## config.mk

```make
export PLATFORM = sky130hd
export DESIGN_NAME = sram_input_loader
export DESIGN_NICKNAME = d
export VERILOG_FILES = /design/src/rtl/sram_input_loader.sv
export SDC_FILE = /design/constraint.sdc
export NUM_CORES = 1
export LEC_CHECK = 0
export CORE_ASPECT_RATIO = 0.75
export CORE_MARGIN = 1
export CORE_UTILIZATION = 30
export CTS_BUF_LIST = sky130_fd_sc_hd__clkbuf_8 sky130_fd_sc_hd__clkbuf_16
export CTS_CLUSTER_DIAMETER = 80
export DETAILED_ROUTE_END_ITERATION = 10
export MAX_ROUTING_LAYER = met4
export PLACE_DENSITY = 0.61
export SYNTH_ARGS = -nofsm -noshare
export SYNTH_HDL_FRONTEND = slang
export SYNTH_SLANG_ARGS = --single-unit
```

## constraint.sdc

```tcl
create_clock -name clk -period 2.9 [get_ports clk]
set_clock_uncertainty 0.2 [all_clocks]
set_input_delay 0.58 -clock clk [delete_from_list [all_inputs] [get_ports clk]]
set_output_delay 0.58 -clock clk [all_outputs]
set_load 0.02 [all_outputs]
```

## src/rtl/sram_input_loader.sv

```systemverilog
`default_nettype none
// ============================================================================
// Module   : sram_input_loader
// Purpose  : Upstream stage of the compute DUT. Writes a valid/ready stream of
//            words into the input SRAM from address 0, launches the DUT with a
//            dut_run/dut_busy handshake, and pulses load_done when it finishes.
//            The loader owns the input-SRAM write port while the DUT is idle.
// Ports    : clk, reset (sync, active-high)
//            in_valid/in_data/in_last/in_ready     - input word stream
//            ldr_sram_write_enable/_addr/_data     - input-SRAM write port
//            dut_run (out) / dut_busy (in)         - DUT launch handshake
//            word_count  - words written in the current/last load
//            load_done   - 1-cycle pulse once the DUT has finished
//            overflow    - sticky, load hit MAX_WORDS without in_last
//            checksum    - running sum of accepted words (0 when disabled)
// Options  : LOADER_CHECKSUM_EN - define to build the running-sum checksum;
//            without it checksum is tied to 0 and no adder is built.
// Revision : 1.0 - initial release
// ============================================================================
module sram_input_loader #(
  parameter int ADDR_W    = 12,
  parameter int DATA_W    = 16,
  parameter int MAX_WORDS = 4096
) (
  input  logic              clk,
  input  logic              reset,
  input  logic              in_valid,
  input  logic [DATA_W-1:0] in_data,
  input  logic              in_last,
  output logic              in_ready,
  output logic              ldr_sram_write_enable,
  output logic [ADDR_W-1:0] ldr_sram_write_addr,
  output logic [DATA_W-1:0] ldr_sram_write_data,
  output logic              dut_run,
  input  logic              dut_busy,
  output logic [ADDR_W:0]   word_count,
  output logic              load_done,
  output logic              overflow,
  output logic [DATA_W-1:0] checksum
);

  typedef enum logic [2:0] {
    IDLE     = 3'd0,
    LOAD     = 3'd1,
    RUN_REQ  = 3'd2,
    RUN_WAIT = 3'd3,
    FINISH   = 3'd4
  } state_t;

  // word_count value seen while the final permitted beat is being accepted
  localparam logic [ADDR_W:0] LAST_BEAT = (ADDR_W+1)'(MAX_WORDS - 1);

  state_t            state;
  logic              accept;
  logic              first_beat;
  logic              limit_hit;
  logic              end_load;
  logic [ADDR_W:0]   count_base;

  // Ready is gated by reset so no beat is ever acknowledged while the
  // registers are being cleared. In IDLE we refuse data while a DUT that
  // survived a reset is still busy, so the SRAM is never overwritten under it.
  assign in_ready   = ~reset & (((state == IDLE) & ~dut_busy) | (state == LOAD));
  assign accept     = in_valid & in_ready;

  // The first beat of a load restarts counting from zero, so the previous
  // load's word_count can be held for observation until then.
  assign first_beat = (state == IDLE);
  assign count_base = first_beat ? '0 : word_count;
  assign limit_hit  = (count_base == LAST_BEAT);
  assign end_load   = in_last | limit_hit;

  always_ff @(posedge clk) begin
    if (reset) begin
      state                 <= IDLE;
      ldr_sram_write_enable <= 1'b0;
      ldr_sram_write_addr   <= '0;
      ldr_sram_write_data   <= '0;
      dut_run               <= 1'b0;
      word_count            <= '0;
      load_done             <= 1'b0;
      overflow              <= 1'b0;
    end else begin
      ldr_sram_write_enable <= 1'b0;
      load_done             <= 1'b0;

      if (accept) begin
        ldr_sram_write_enable <= 1'b1;
        ldr_sram_write_addr   <= count_base[ADDR_W-1:0];
        ldr_sram_write_data   <= in_data;
        word_count            <= count_base + 1'b1;
        // Overflow can only become 1 on the final beat of a load, so a
        // plain assignment both clears it on the first beat and sets it
        // when the limit is reached without in_last.
        overflow              <= limit_hit & ~in_last;
        state                 <= end_load ? RUN_REQ : LOAD;
      end

      case (state)
        RUN_REQ: begin
          // dut_run rises one cycle after entry, i.e. after the final write
          // strobe, and is held until busy is sampled while it is high.
          if (!dut_run) begin
            dut_run <= 1'b1;
          end else if (dut_busy) begin
            dut_run <= 1'b0;
            state   <= RUN_WAIT;
          end
        end
        RUN_WAIT: begin
          if (!dut_busy) begin
            load_done <= 1'b1;
            state     <= FINISH;
          end
        end
        FINISH: begin
          state <= IDLE;
        end
        default: begin
        end
      endcase
    end
  end

`ifdef LOADER_CHECKSUM_EN
  logic [DATA_W-1:0] sum_base;

  assign sum_base = first_beat ? '0 : checksum;

  always_ff @(posedge clk) begin
    if (reset) begin
      checksum <= '0;
    end else if (accept) begin
      checksum <= sum_base + in_data;
    end
  end
`else
  assign checksum = '0;
`endif

endmodule
`default_nettype wire

```

==> impl_metrics.py <==
metrics = {
    "worst_setup_path": {
        "critPathLaunchType": "input port",
        "crit_fanout": 37,
        "required_ps": 2940,
        "crit_arrival_ps": 2530,
        "path_class": "in2reg",
        "r2r_slack_ps": 520,
        "critPathCaptureType": "flip-flop",
    },
    "cts": {
        "clock_sinks": 48,
        "worstSkewPairLatency_ps": 300,
        "cts_tree": "yes",
        "htreeDepth": 2,
        "cts_buffer_depth": 2,
        "cts_root_buf": "clkbuf_8",
        "cts_buffers": 5,
        "cts.clk_slew.worst_paths_ps": 90,
        "holdBufCountCts": 0,
    },
    "timing": {
        "rsz0062_at_grt": "no",
        "fin_tns_setup_ps": 0,
        "hold_viol": 0,
        "max_freq_mhz": 402,
        "fin_crit_sh": 0.858,
        "fin_ws_ps": 411,
        "slew_viol_final": 0,
        "finalSetupViolCount": 0,
        "worst_pin_slew_ps": 796,
        "fin_hold_ws_ps": 257,
        "maxSlewHeadroom": 0.469,
        "fin_crit_ps": 2490,
    },
    "synthesis": {
        "synth_flop_cell": "dfxtp_1",
        "yosysWarnings": 0,
        "synth.largest_area_cell": "dfxtp_1",
        "netlist_top_cells_area": "dfxtp_1 44%, nand2_1 9.5%, nand3_1 8.1%, buf_4 5.5%, a21oi_1 3.2%",
        "postSynthCellCount": 267,
        "seq_area_frac_synth": 0.444,
        "synth_area_um2": 2160,
        "synthArstFlopShare": 0,
        "syn-mean-instance-area_um2": 8.11,
        "synth_cell_types": 47,
        "synth_seq_cells": 48,
        "synth_edf_count": 0,
        "synth_top_area_share": 0.444,
    },
    "grt": {
        "grt_pass1_wl_mm": 8.92,
        "antenna_found_initial": 0,
        "first_global_vias": 1808,
        "grt_max_degree": 38,
        "grt_usage": 0.157,
        "grt_overflow_total": 0,
    },
    "floorplan": {
        "die_y_um": 75.6,
        "dieWidth_um": 100,
        "io_pins": 83,
        "initial_core_util": 0.314,
        "die-area_um2": 7560,
        "placementRows": 26,
        "core-area_um2": 6900,
    },
    "finish": {
        "area_growth_syn_to_layout_pct": 39.1,
        "layout.cells.most_common": "clkdlybuf4s50_1",
        "seqCellArea_um2": 961,
        "final_cell_mix": "65 x clkdlybuf4s50_1, 55 x nand2_1, 48 x dfxtp_1",
        "antenna_cells": 0,
        "fin_area_um2": 3010,
        "nFillCells": 726,
        "final_nets": 357,
        "drive_gt1_frac": 0.0923,
        "multi_input_area_um2": 1040,
        "final_cell_count_no_fill": 434,
    },
    "outcome": {
        "run_status": "complete, no violations",
    },
    "placement": {
        "hpwlAfterDp_mm": 3.97,
        "preCtsSetupSlack_ps": 55.2,
        "post_dp_cell_area_um2": 2910,
        "dp.cells": 426,
        "gp_congestion": 0.822,
        "io_buffers": 66,
    },
    "drt": {
        "viasPerCell": 4.68,
        "dr.pass1.iters": 5,
        "wl_mm": 5.56,
        "vias": 2033,
        "ant_nets": 0,
        "drc_errors": 0,
        "drt-initial-drc-count": 106,
        "routedWlPerCell_um": 12.8,
    },
    "power_and_ir_drop": {
        "p_leak_nw": 1.18,
        "power.density_cell_area_nw_per_um2": 427,
        "irDropWorstVdd_mv": 0.180,
    },
    "worst_hold_path": {
        "hold_class": "reg2reg",
    },
    "run": {
        "max-cap-violations": 0,
    },
}
-- synthesized netlist by cell type, types with 4 or more instances --
| master | number |
|---|---|
| nand2_1 | 55 |
| dfxtp_1 | 48 |
| nand3_1 | 35 |
| buf_4 | 16 |
| clkbuf_1 | 15 |
| a21oi_1 | 14 |
| nor2_1 | 8 |
| o21ai_0 | 6 |
| and3_1 | 5 |
| nand4_1 | 4 |
| o21ai_1 | 4 |
-- timing repair --
action,in CTS,in global routing
buffers inserted,0,0
hold endpoints to repair,0,0
gates resized for setup,0,1
endpoints found under the setup margin,0,1
-- logic make-up after synthesis --
kind of cell             synth area share
AND/OR/NAND/NOR                     0.300
flip-flops                          0.444
AO/OA/AOI/OAI                       0.142
buffers and inverters               0.102
multiplexers                      0.00462
adder cells (fa/ha/maj)           0.00578
other                             0.00173
-- layer usage --
layer	track usage	vias to the layer above	wire, um
li1	-	1033	-
met3	0.0367	2	269
met1	0.215	948	2870
met4	0.0435	0	26
met5	-	-	0
met2	0.233	50	2390
-- flip-flops by register name, summed over array words and instances, names as in the netlist --
register	count
dut_run	1
ldr_sram_write_addr	12
ldr_sram_write_data	16
ldr_sram_write_enable	1
load_done	1
overflow	1
state	3
word_count	13
-- through the flow --
stage,power (mW),utilization
after floorplan,0.809,-
after global placement,0.875,0.422
after detailed placement,0.875,0.422
after CTS,1.31,0.436
after global routing,1.35,0.437
final,1.28,0.437
-- critical path, stage by stage --
cell             delay (ps)
clkdlybuf4s50_1         490
buf_4                   240
nor4b_4                 330
nand2b_1                130
buf_4                   270
a2111o_1                340
a21oi_2                 130
-- area by class of cell --
class	count	share of cell area
Tap cell	98	0.0407
Clock inverter	2	0.00499
Clock buffer	6	0.0274
Multi-Input combinational cell	195	0.345
Timing Repair Buffer	81	0.258
Sequential cell	48	0.319
Inverter	4	0.00499
-- report_power, final --
part | internal [mW] | switching (mW)
registers | 0.675 | 0.0107
logic | 0.0770 | 0.0968
clock network | 0.193 | 0.231
-- worst paths after layout --
path	from	end	cells after the start
worst max-delay path	reset	word_count[5]	7
worst min-delay path	ldr_sram_write_addr[10]	ldr_sram_write_addr[10]	2
worst max register to register	state[2]	word_count[8]	8
worst min register to register	ldr_sram_write_addr[10]	ldr_sram_write_addr[10]	2
Power figures use the tool's default switching activity.
